==> src/rtl/mult_pack_normalise_if.sv <==
// Bundle interface for the multiply pack/normalise stage.
// The master drives the arithmetic/special bundle and reads back the packed result;
// the slave is the pipeline itself.
interface mult_pack_normalise_if #(
    parameter int EXP_W = 10
);
    logic             valid_in;
    logic             idle_in;
    logic [31:0]      bypass_in;
    logic             z_sign;
    logic [EXP_W-1:0] z_exponent;
    logic [47:0]      z_product;
    logic [7:0]       InsTag_in;
    logic [31:0]      z_out;
    logic             valid_out;
    logic [7:0]       InsTag_out;

    modport master (
        output valid_in, idle_in, bypass_in, z_sign, z_exponent, z_product, InsTag_in,
        input  z_out, valid_out, InsTag_out
    );

    modport slave (
        input  valid_in, idle_in, bypass_in, z_sign, z_exponent, z_product, InsTag_in,
        output z_out, valid_out, InsTag_out
    );
endinterface

==> src/rtl/mult_pack_normalise.sv <==
// Back end of the floating-point multiply datapath: normalise the 48-bit
// mantissa product, denormalise small results, round to nearest-even and pack
// an IEEE-754 single. Three-stage fixed-latency pipeline, no backpressure.
// Special results from the unpack stage (idle flag) bypass all arithmetic.
module mult_pack_normalise #(
    parameter int EXP_W = 10
) (
    input  logic                  clock,
    input  logic                  reset,
    mult_pack_normalise_if.slave  bus
);
    localparam int LATENCY = 3;
    // One extra bit of headroom so exponent+1 never wraps.
    localparam int XW = EXP_W + 1;
    localparam logic signed [XW-1:0] EXP_MIN   = XW'(-126);
    localparam logic signed [XW-1:0] EXP_MAX   = XW'(127);
    localparam logic signed [XW-1:0] SHIFT_SAT = XW'(26);

    // ---------------------------------------------------------------
    // Valid/tag delay line shared by stages 1..LATENCY-1
    // ---------------------------------------------------------------
    logic [LATENCY-2:0] valid_pipe_reg;
    logic [LATENCY-2:0] valid_pipe_next;
    logic [7:0]         tag_pipe_reg  [LATENCY-1];
    logic [7:0]         tag_pipe_next [LATENCY-1];

    genvar gi;
    generate
        for (gi = 0; gi < LATENCY - 1; gi++) begin : g_meta
            if (gi == 0) begin : g_head
                assign valid_pipe_next[gi] = bus.valid_in;
                assign tag_pipe_next[gi]   = bus.InsTag_in;
            end else begin : g_body
                assign valid_pipe_next[gi] = valid_pipe_reg[gi-1];
                assign tag_pipe_next[gi]   = tag_pipe_reg[gi-1];
            end
        end
    endgenerate

    // Valid bits are cleared by reset so in-flight bundles never emerge.
    always_ff @(posedge clock) begin
        if (reset) begin
            valid_pipe_reg <= '0;
        end else begin
            valid_pipe_reg <= valid_pipe_next;
        end
    end

    // Tags simply follow their bundle; stale values under valid=0 are harmless.
    always_ff @(posedge clock) begin
        tag_pipe_reg <= tag_pipe_next;
    end

    // ---------------------------------------------------------------
    // Stage 1: normalise on the product MSB
    // ---------------------------------------------------------------
    logic                 p47;
    logic [23:0]          mant1_next;
    logic                 guard1_next;
    logic                 round1_next;
    logic                 sticky1_next;
    logic signed [XW-1:0] exp1_next;
    logic                 zero1_next;

    // Pick the 24-bit window and its guard/round/sticky tail.
    always_comb begin
        p47          = bus.z_product[47];
        mant1_next   = p47 ? bus.z_product[47:24] : bus.z_product[46:23];
        guard1_next  = p47 ? bus.z_product[23] : bus.z_product[22];
        round1_next  = p47 ? bus.z_product[22] : bus.z_product[21];
        sticky1_next = p47 ? (|bus.z_product[21:0]) : (|bus.z_product[20:0]);
        exp1_next    = $signed({bus.z_exponent[EXP_W-1], bus.z_exponent})
                       + (p47 ? XW'(1) : XW'(0));
        zero1_next   = (bus.z_product == 48'd0);
    end

    logic [23:0]          mant1_reg;
    logic                 guard1_reg, round1_reg, sticky1_reg;
    logic signed [XW-1:0] exp1_reg;
    logic                 zero1_reg, sign1_reg, idle1_reg;
    logic [31:0]          bypass1_reg;

    // Stage 1 data register.
    always_ff @(posedge clock) begin
        mant1_reg   <= mant1_next;
        guard1_reg  <= guard1_next;
        round1_reg  <= round1_next;
        sticky1_reg <= sticky1_next;
        exp1_reg    <= exp1_next;
        zero1_reg   <= zero1_next;
        sign1_reg   <= bus.z_sign;
        idle1_reg   <= bus.idle_in;
        bypass1_reg <= bus.bypass_in;
    end

    // ---------------------------------------------------------------
    // Stage 2: denormalise results below the smallest normal exponent
    // ---------------------------------------------------------------
    logic signed [XW-1:0] shift_full;
    logic [4:0]           shift_amt;
    logic [51:0]          denorm_vec;
    logic [23:0]          mant2_next;
    logic                 guard2_next, round2_next, sticky2_next;
    logic signed [XW-1:0] exp2_next;

    // Shift {mant,guard,round} right; everything falling off joins sticky.
    always_comb begin
        shift_full   = EXP_MIN - exp1_reg;
        shift_amt    = (shift_full > SHIFT_SAT) ? 5'd26 : shift_full[4:0];
        denorm_vec   = {mant1_reg, guard1_reg, round1_reg, 26'd0} >> shift_amt;
        mant2_next   = mant1_reg;
        guard2_next  = guard1_reg;
        round2_next  = round1_reg;
        sticky2_next = sticky1_reg;
        exp2_next    = exp1_reg;
        if (exp1_reg < EXP_MIN) begin
            mant2_next   = denorm_vec[51:28];
            guard2_next  = denorm_vec[27];
            round2_next  = denorm_vec[26];
            sticky2_next = sticky1_reg | (|denorm_vec[25:0]);
            exp2_next    = EXP_MIN;
        end
    end

    logic [23:0]          mant2_reg;
    logic                 guard2_reg, round2_reg, sticky2_reg;
    logic signed [XW-1:0] exp2_reg;
    logic                 zero2_reg, sign2_reg, idle2_reg;
    logic [31:0]          bypass2_reg;

    // Stage 2 data register.
    always_ff @(posedge clock) begin
        mant2_reg   <= mant2_next;
        guard2_reg  <= guard2_next;
        round2_reg  <= round2_next;
        sticky2_reg <= sticky2_next;
        exp2_reg    <= exp2_next;
        zero2_reg   <= zero1_reg;
        sign2_reg   <= sign1_reg;
        idle2_reg   <= idle1_reg;
        bypass2_reg <= bypass1_reg;
    end

    // ---------------------------------------------------------------
    // Stage 3: round to nearest-even and pack
    // ---------------------------------------------------------------
    logic                 round_inc;
    logic [24:0]          mant_sum;
    logic [23:0]          mant3;
    logic signed [XW-1:0] exp3;
    logic [7:0]           exp3_biased;
    logic [31:0]          result;

    // Rounding carry can overflow into bit 24, which bumps the exponent.
    always_comb begin
        round_inc   = guard2_reg & (round2_reg | sticky2_reg | mant2_reg[0]);
        mant_sum    = {1'b0, mant2_reg} + {24'd0, round_inc};
        mant3       = mant_sum[23:0];
        exp3        = exp2_reg;
        if (mant_sum[24]) begin
            mant3 = mant_sum[24:1];
            exp3  = exp2_reg + XW'(1);
        end
        exp3_biased = exp3[7:0] + 8'd127;
        if (idle2_reg) begin
            result = bypass2_reg;
        end else if (zero2_reg) begin
            result = {sign2_reg, 31'd0};
        end else if (exp3 > EXP_MAX) begin
            result = {sign2_reg, 8'hFF, 23'd0};
        end else if ((exp3 == EXP_MIN) && !mant3[23]) begin
            result = {sign2_reg, 8'h00, mant3[22:0]};
        end else begin
            result = {sign2_reg, exp3_biased, mant3[22:0]};
        end
    end

    // Output register: updates only for a valid stage-3 bundle, else holds.
    always_ff @(posedge clock) begin
        if (reset) begin
            bus.valid_out  <= 1'b0;
            bus.z_out      <= 32'd0;
            bus.InsTag_out <= 8'd0;
        end else begin
            bus.valid_out <= valid_pipe_reg[LATENCY-2];
            if (valid_pipe_reg[LATENCY-2]) begin
                bus.z_out      <= result;
                bus.InsTag_out <= tag_pipe_reg[LATENCY-2];
            end
        end
    end
endmodule

==> src/flat_wrapper.sv <==
// flat-port wrapper written by rule: the top's interface ports become plain ports
module mult_pack_normalise_flat 
#(
    parameter int EXP_W = 10
)
  (clock, reset, bus_valid_in, bus_idle_in, bus_bypass_in, bus_z_sign, bus_z_exponent, bus_z_product, bus_InsTag_in, bus_z_out, bus_valid_out, bus_InsTag_out);
  mult_pack_normalise_if #(.EXP_W(EXP_W)) bus_i ();
  input  logic clock;
  input  logic reset;
  input wire logic [$bits(bus_i.valid_in)-1:0] bus_valid_in;
  input wire logic [$bits(bus_i.idle_in)-1:0] bus_idle_in;
  input wire logic [$bits(bus_i.bypass_in)-1:0] bus_bypass_in;
  input wire logic [$bits(bus_i.z_sign)-1:0] bus_z_sign;
  input wire logic [$bits(bus_i.z_exponent)-1:0] bus_z_exponent;
  input wire logic [$bits(bus_i.z_product)-1:0] bus_z_product;
  input wire logic [$bits(bus_i.InsTag_in)-1:0] bus_InsTag_in;
  output wire logic [$bits(bus_i.z_out)-1:0] bus_z_out;
  output wire logic [$bits(bus_i.valid_out)-1:0] bus_valid_out;
  output wire logic [$bits(bus_i.InsTag_out)-1:0] bus_InsTag_out;
  assign bus_i.valid_in = bus_valid_in;
  assign bus_i.idle_in = bus_idle_in;
  assign bus_i.bypass_in = bus_bypass_in;
  assign bus_i.z_sign = bus_z_sign;
  assign bus_i.z_exponent = bus_z_exponent;
  assign bus_i.z_product = bus_z_product;
  assign bus_i.InsTag_in = bus_InsTag_in;
  assign bus_z_out = bus_i.z_out;
  assign bus_valid_out = bus_i.valid_out;
  assign bus_InsTag_out = bus_i.InsTag_out;
  mult_pack_normalise #(.EXP_W(EXP_W)) u_core (.clock(clock), .reset(reset), .bus(bus_i));
endmodule
==> config.mk <==
export PLATFORM = sky130hd
export DESIGN_NAME = mult_pack_normalise_flat
export DESIGN_NICKNAME = d
export VERILOG_FILES = /design/src/rtl/mult_pack_normalise_if.sv /design/src/rtl/mult_pack_normalise.sv /design/src/flat_wrapper.sv
export SDC_FILE = /design/constraint.sdc
export NUM_CORES = 1
export LEC_CHECK = 0
export CAP_MARGIN = 30
export CELL_PAD_IN_SITES_DETAIL_PLACEMENT = 1
export CELL_PAD_IN_SITES_GLOBAL_PLACEMENT = 2
export CORE_UTILIZATION = 35
export CTS_CLUSTER_DIAMETER = 80
export DETAILED_ROUTE_END_ITERATION = 6
export GPL_TIMING_DRIVEN = 0
export PLACE_DENSITY_LB_ADDON = 0.15
export SLEW_MARGIN = 10
export SYNTH_ARGS = -nofsm -noshare
export SYNTH_HDL_FRONTEND = slang
export SYNTH_SLANG_ARGS = --single-unit
==> constraint.sdc <==
create_clock -name clock -period 9.9 [get_ports clock]
set_clock_uncertainty 0.15 [all_clocks]
set_input_delay 0.99 -clock clock [delete_from_list [all_inputs] [get_ports clock]]
set_output_delay 0.99 -clock clock [all_outputs]
set_load 0.05 [all_outputs]
* Word-level counts from Yosys, hierarchy flattened
Cells that the tools add are included.
Widths: inputs -> output; s select.
** Cells by class
- Bitwise operators :: 4
- Reduce and logical (&&, ||, !) cells :: 6
- Shifts and indexed selects :: 1
- Multiplexer cells :: 16
- Order comparisons :: 3
- Equal/unequal tests :: 1
- Add/subtract/negate cells :: 5
** Operators by type and width (number)
- $mux 31 :: 3
- $shr 52x5->52 :: 1
- $logic_not 48->1 :: 1
- $mux 24 :: 2
- $mux 32 :: 1
- $reduce_or 26->1 :: 1
- $add 24x1->25 :: 1
- $mux 23 :: 1
- $reduce_or 22->1 :: 1
- $reduce_or 21->1 :: 1
- $add 10x2->11 :: 1
- $add 11x2->11 const B :: 1
- $eq 11x8->1 const B :: 1
- $gt 11x6->1 const B :: 1
- $gt 11x8->1 const B :: 1
- $lt 11x8->1 const B :: 1
- $mux 11 :: 1
- $sub 8x11->11 const A :: 1
- $add 8x7->8 const B :: 1
- $mux 1 :: 7
- $mux 5 :: 1
- $or 1x1->1 :: 3
- $and 1x1->1 :: 1
- $logic_and 1x1->1 :: 1
- $logic_not 1->1 :: 1
** Storage, ports and cells
- Output and inout bits :: 41
- Logic and storage cells :: 61
- Bits in registers :: 205
- Bits of input ports :: 103

* Logic depth before layout (Yosys ltp)
Gate-level depths: netlist of the first run.
- Word-level depth :: 11
- Depth in mapped cells :: 18
- Mapped depth without buffers :: 15

* Worst setup path after synthesis of the first run
OpenSTA, ideal clock, no wires.
- Path type :: register to register
- From :: register u_core.exp1_reg[0]
- To :: register u_core.sticky2_reg
- Data arrival time :: 3.593 ns
- Path buffers :: 4
- Setup time :: 0.125 ns
- Data required time :: 9.625 ns
- Setup slack :: 6.032 ns
- Period minus slack after synthesis :: 3.868 ns
- Stages on the path, launching flop included :: 18
- Cell sequence :: dfxtp_1 > buf_6 > inv_1 > clkbuf_1 > ha_1 > clkbuf_1 > nor2_1 > a21oi_1 > o21ai_1 > a21o_1 > o21ai_2 > buf_2 > a31oi_1 > a221o_1 > or4_1 > a211oi_2 > o2111a_1 > o22ai_1
** Between the ends
- Longest elaborated chain between the ends :: 7
- Elaborated cells on any way between the ends :: 8
- Classes of those cells :: add/sub (1); order compare (2); shift (1); mux (2); bitwise (1); reduce/logical (1)
** Ends and longest elaborated chain
- from (decl) :: RTL line mult_pack_normalise.sv:79 : logic signed [XW-1:0] exp1_reg;
- from (signal assigned) :: RTL line mult_pack_normalise.sv:89 : exp1_reg <= exp1_next;
- $sub 8x11->11 :: RTL line mult_pack_normalise.sv:108 : shift_full = EXP_MIN - exp1_reg;
- $gt 11x6->1 :: RTL line mult_pack_normalise.sv:109 : shift_amt = (shift_full > SHIFT_SAT) ? 5'd26 : shift_full[4:0];
- $mux 5 :: RTL line mult_pack_normalise.sv:109
- $shr 52x5->52 :: RTL line mult_pack_normalise.sv:110 : denorm_vec = {mant1_reg, guard1_reg, round1_reg, 26'd0} >> shift_amt;
- $reduce_or 26->1 :: RTL line mult_pack_normalise.sv:120 : sticky2_next = sticky1_reg | (|denorm_vec[25:0]);
- $or 1x1->1 :: RTL line mult_pack_normalise.sv:120
- $mux 1 * :: RTL line mult_pack_normalise.sv:116 : if (exp1_reg < EXP_MIN) begin
- via u_core.sticky2_next :: RTL line mult_pack_normalise.sv:103 : logic guard2_next, round2_next, sticky2_next;
- to (signal assigned) :: RTL line mult_pack_normalise.sv:136 : sticky2_reg <= sticky2_next;
- to (decl) :: RTL line mult_pack_normalise.sv:126 : logic guard2_reg, round2_reg, sticky2_reg;
The timed path passes the listed nets; every way through them passes the cells marked *.
A chain may end at the register's enable or synchronous reset.

* Worst setup path in the final report of the first run
Same ends and word-level chain as after synthesis.

==> impl_metrics.ini, run 1 <==
[clocking]
clock_latency_ps = 540
clkTransAtPathRegs_ps = 60
postCtsHoldBufs = 0
cts.htree.levels = 1
post-cts-setup-buffer-count = 0
numCtsBuffers = 24
cts_resized = 0
cts_max_path_buffers = 3
cts_sinks = 205
root_buffer = clkbuf_16
cts_tree = yes

[layout]
multiInputGateArea_um2 = 5070
diodes = 0
seq_area_um2 = 4100
drive_gt1_share_pct = 8.59
mostFrequentLayoutCell = dfxtp_1
nNetsFinal = 1353
nFillCells = 3095
instances_no_fill = 1599
fin_area_um2 = 12300
final_cell_mix = dfxtp_1, clkdlybuf4s50_1, nor2_1
syn_to_final_growth_pct = 28.6

[detailed_routing]
drt_first_pass_iters = 6
wl_met2_mm = 15.3
met1_length_mm = 14.8
drc = 0
dr.first_iter.drc_count = 604
top_layer_used = met4
drt-vias-per-instance = 5.57
wirelength_mm = 33.6
vias = 8904
ant_nets = 0
wire_per_inst_um = 21.0
wl_met3_mm = 2.04

[synthesis]
syn_nets = 1185
syn-instance-count = 1072
netlist.area_leader.share_pct = 43.0
syn_area_per_cell_um2 = 8.90
synth_top_flop_cell = dfxtp_1
synth.area.top_cells = dfxtp_1, nor2_1, mux2_2
synth_warnings = 0
seq_area_frac_synth_pct = 43.0
yosys.area.top_type = dfxtp_1
ys_ff_latch = 205
synthesis.area_um2 = 9540
yosysUniqueCellTypes = 78
synthArstFlopShare_pct = 0
synth_edf_count = 0

[worst_setup_path]
r2r-end = u_core.sticky2_reg
setup.worst_path.end = u_core.sticky2_reg
crit_cells = 17
critPathLaunch = u_core.exp1_reg[0]
crit_required_ps = 10210
worstPathArrival_ps = 5720
path_cells = buf_6, inv_1, clkbuf_1, ha_1, clkbuf_1, nor2_1, a21oi_1, o21ai_1, a21oi_2, a21oi_1, buf_2, nor4_1, nor4_1, o221ai_1, and3_1, o2111a_1, o22ai_1
ff2ff_path_depth = 17
r2r_setup_slack_ps = 4480
critPathBufInv = 5
startpoint_type = flop
cp_max_fo = 11
crit_family = compound AO/OA/AOI/OAI gates
cp-end-kind = flop
r2r-start = u_core.exp1_reg[0]
cp_slowest_stage_delay_ps = 690
cp_slowest_cell = nor4_1
crit_type = reg2reg

[placed_design]
post-place-ws_ps = 4640
dp_cells = 1555
place_area_um2 = 11400
port_buffers = 142
gp_congestion = 0.965
hpwl_mm = 26.0

[sta]
setup_viol = 0
hold_viol = 0
final.setup.tns_ps = 0
clock.fmax_mhz = 185
layout_setup_ws_ps = 4480
fin_crit_sh_pct = 54.7
rsz0062_at_grt = no
period_needed_ps = 5420
maxSlewViolCount = 0
relSlewSlack_pct = 42.2
worst_slew_pin_slew_ps = 867
holdWs_ps = 173

[power_and_ir_drop]
p_int_mw = 1.69
ir_drop_mv = 0.112
combPwrFrac_pct = 22.6
p_clk_share_pct = 39.3
p_seq_share_pct = 38.0
p_leak_nw = 4.53
power.switching_mw = 0.745
power.share.switching_pct = 30.5
p_per_area_nw_per_um2 = 199

[grt]
grt_pass1_vias = 9116
grt_overflow = 0
antenna_found_initial = 0
grt_max_degree = 14
grt_first_pass_wirelength_mm = 52.5
grt.total_usage_pct = 23.9

[job]
maxCapViolCount = 0

[run_status]
status = finished, final reports clean

[floorplanning]
die_x_um = 167
dieArea_um2 = 27900
rows = 60
coreArea_um2 = 26900
start_util_pct = 35.5
die_y_um = 167
ioPinCount = 144

[worst_hold_path]
worstHoldPathType = reg2reg
==> area by class of cell <==
class | instances | share of cell area (%)
Sequential cell | 205 | 33.4
Inverter | 12 | 0.367
Tap cell | 341 | 3.48
Clock buffer | 36 | 5.91
Buffer | 71 | 2.60
Timing Repair Buffer | 142 | 11.6
Multi-Input combinational cell | 784 | 41.3
Clock inverter | 8 | 1.28
==> power by group through the flow <==
| stage | sequential [mW] | clock, mW | combinational (mW) |
|---|---|---|---|
| finish | 0.928 | 0.960 | 0.552 |
| global route | 0.935 | 1.02 | 0.593 |
| CTS | 0.928 | 0.985 | 0.543 |
| detailed placement | 0.945 | 0 | 0.540 |
| global placement | 0.944 | 0 | 0.540 |
| floorplan | 0.956 | 0 | 0.316 |
==> synth_stat cells, types with 6 or more instances <==
master	count
nor2_1	124
a32o_1	6
a311oi_1	8
nor3_1	26
mux2_2	31
and2_1	17
xor2_1	20
a22oi_1	28
inv_1	12
a31oi_1	15
a21oi_1	36
a22o_1	6
mux2i_1	32
nand2_1	88
clkbuf_1	46
nand3_1	36
xnor2_1	25
and3_1	10
dfxtp_1	205
o211ai_1	19
o21ai_0	52
nor4_1	20
buf_1	10
nand4_1	12
a211oi_1	33
ha_1	10
o22ai_1	10
or2_2	7
o21a_1	9
buf_2	9
==> cell families (layout without fill, tap and decap cells) <==
logic type | count (synthesis) | in the layout | share of synthesized area [%]
and+or+nand+nor | 376 | 376 | 19.0
AOI/OAI and AO/OA | 289 | 289 | 21.6
DFF | 205 | 205 | 43.0
buffers and inverters | 83 | 269 | 3.82
muxes | 63 | 63 | 7.02
xor gates and xnor gates | 46 | 46 | 4.30
adders and majority gates | 10 | 10 | 1.31
==> layer usage <==
layer / global-route usage (%) / up-vias
li1: - / 4289
met1: 30.2 / 4200
met2: 39.6 / 316
met3: 4.28 / 99
met4: 11.0 / 0
met5: 0 / -
==> worst min-delay path by stage <==
stage / cells past startpoint / slack, ps / start / to
finish: 0 / 170 / u_core.bypass1_reg[12] / u_core.bypass2_reg[12]
detailed placement: 0 / 160 / u_core.tag_pipe_next[2] / u_core.tag_pipe_reg[2]
CTS: 0 / 180 / u_core.bypass1_reg[17] / u_core.bypass2_reg[17]
floorplan: 0 / 160 / u_core.bypass1_reg[0] / u_core.bypass2_reg[0]
global placement: 0 / 160 / u_core.tag_pipe_next[5] / u_core.tag_pipe_reg[5]
global route: 0 / 180 / u_core.bypass1_reg[11] / u_core.bypass2_reg[11]
==> stage by stage <==
step	util [%]	total power, mW
finish	45.7	2.44
global route	45.7	2.54
CTS	45.7	2.46
detailed placement	42.4	1.48
global placement	42.4	1.48
floorplan	-	1.27
No activity file was read; power rests on OpenSTA's default activity.
==> run 2: changes to the inputs <==
Settings changed: CORE_UTILIZATION 35 to 33.
Clock period 9.9 ns to 5.22 ns, I/O delays scaled along.
==> run 2 against run 1 <==
  * Hold slack worse by 11 ps
  * Die area rose by 6.0%
  * Maximum frequency is 6.8% higher
  * Via count up 2.8%
  * Largest cell class unchanged
  * Highest routed layer unchanged
==> impl_metrics.ini, run 2 (synthesis gave the netlist of run 1 again) <==
[sta]
relSlewSlack_pct = 42.4
rsz0062_at_grt = no
setup_viol = 0
period_needed_ps = 5080
maxSlewViolCount = 0
hold_viol = 0
worst_slew_pin_slew_ps = 864
fin_crit_sh_pct = 97.2
clock.fmax_mhz = 197
final.setup.tns_ps = 0

[detailed_routing]
dr.first_iter.drc_count = 665
vias = 9155
drc = 0
ant_nets = 0
wire_per_inst_um = 22.4
drt-vias-per-instance = 5.60
wirelength_mm = 36.6
drt_first_pass_iters = 5

[floorplanning]
ioPinCount = 144
coreArea_um2 = 28100
rows = 61
die_y_um = 172
die_x_um = 172
dieArea_um2 = 29600
start_util_pct = 34.0

[worst_setup_path]
path_cells = buf_6, inv_1, clkbuf_2, ha_1, clkbuf_1, nor2_1, a21oi_1, o21ai_1, a21o_1, o21ai_2, buf_2, buf_2, clkbuf_2, a21boi_0, o41ai_2, a32oi_1, o21ai_0
r2r-start = u_core.exp1_reg[0]
crit_type = reg2reg
cp_max_fo = 11
r2r_setup_slack_ps = 140
worstPathArrival_ps = 5320
crit_required_ps = 5470
crit_family = compound AO/OA/AOI/OAI gates
ff2ff_path_depth = 17
r2r-end = u_core.mant2_reg[0]
cp_slowest_stage_delay_ps = 590
cp-end-kind = flop
startpoint_type = flop
critPathLaunch = u_core.exp1_reg[0]
cp_slowest_cell = o41ai_2
critPathBufInv = 7

[clocking]
cts_tree = yes
cts_sinks = 205
clock_latency_ps = 520
root_buffer = clkbuf_16
clkTransAtPathRegs_ps = 60
cts.htree.levels = 1
postCtsHoldBufs = 0
cts_max_path_buffers = 3
numCtsBuffers = 24

[worst_hold_path]
holdPathEnd = u_core.bypass2_reg[21]
worstHoldPathType = reg2reg
hold_depth = 0
worstHoldStart = u_core.bypass1_reg[21]

[placed_design]
port_buffers = 142
gp_congestion = 0.957
place_area_um2 = 11400
hpwl_mm = 27.6

[power_and_ir_drop]
ir_drop_mv = 0.209
p_per_area_nw_per_um2 = 374
fin_total_pwr_mw = 4.61
p_leak_nw = 4.53

[layout]
fin_area_um2 = 12300
mostFrequentLayoutCell = dfxtp_1
nFillCells = 3298
syn_to_final_growth_pct = 29.0
nNetsFinal = 1353
final_cell_mix = dfxtp_1, clkdlybuf4s50_1, nor2_1
diodes = 0
drive_gt1_share_pct = 9.16

[grt]
grt_max_degree = 14
grt.total_usage_pct = 24.6
grt_first_pass_wirelength_mm = 55.0
grt_pass1_vias = 9282
antenna_found_initial = 1
grt_overflow = 0

[job]
maxCapViolCount = 0

[run_status]
status = finished, final reports clean
-- run 2: cell type report --
type	count	area [um2]	area share, %
repair buffers	142	1420	11.6
multi-input cells	784	5090	41.4
well taps	378	473	3.84
clock buffers	32	671	5.45
inverters	12	45.0	0.366
plain buffers	71	325	2.64
flip-flops and latches	205	4100	33.4
clock inverters	10	174	1.41
-- run 2: worst max path at each step --
stage | to | slack [ps] | cells past startpoint
6_report | u_core.mant2_reg[0] | 140 | 17
5_1_grt | u_core.mant2_reg[0] | 70 | 17
4_1_cts | u_core.mant2_reg[0] | 50 | 17
3_5_place_dp | u_core.sticky2_reg | -300 | 17
3_3_place_gp | u_core.sticky2_reg | -280 | 17
2_1_floorplan | u_core.sticky2_reg | 1350 | 17
-- run 2: power breakdown --
part           switching, mW  internal [mW]  total [mW]  leakage [nW]
registers              0.101           1.67        1.77          1.72
logic                  0.688          0.389        1.08          2.41
clock network          0.653           1.10        1.76         0.406
-- run 2: stage by stage --
stage	utilization (%)	setup WS (ps)	hold slack [ps]	cells
floorplan	-	1350	160	1072
CTS	43.8	50.9	161	1634
finish	43.8	144	163	1634
global placement	40.7	-279	161	1592
detailed placement	40.7	-296	163	1592
global route	43.8	70.1	174	1634
-- run 2: metal layers --
layer	vias to the layer above	GRT usage (%)	part of all wire, %
li1	4284	-	-
met3	85	4.39	7.0
met2	377	40.2	45
met5	-	0	0
met1	4409	31.9	44
met4	0	9.81	4.1
-- run 2: what timing repair did --
| item | CTS | global route |
|---|---|---|
| gates resized for setup | 4 | 9 |
| gates cloned | 0 | 0 |
| pin swaps | 0 | 0 |
| endpoints found under the setup margin | 3 | 13 |
| setup buffers | 0 | 0 |
==> run 3: changes to the inputs <==
Settings changed: TNS_END_PERCENT from default to 100.
==> results of run 3 <==
Final layout, timing and power as in run 2 (identical DEF).
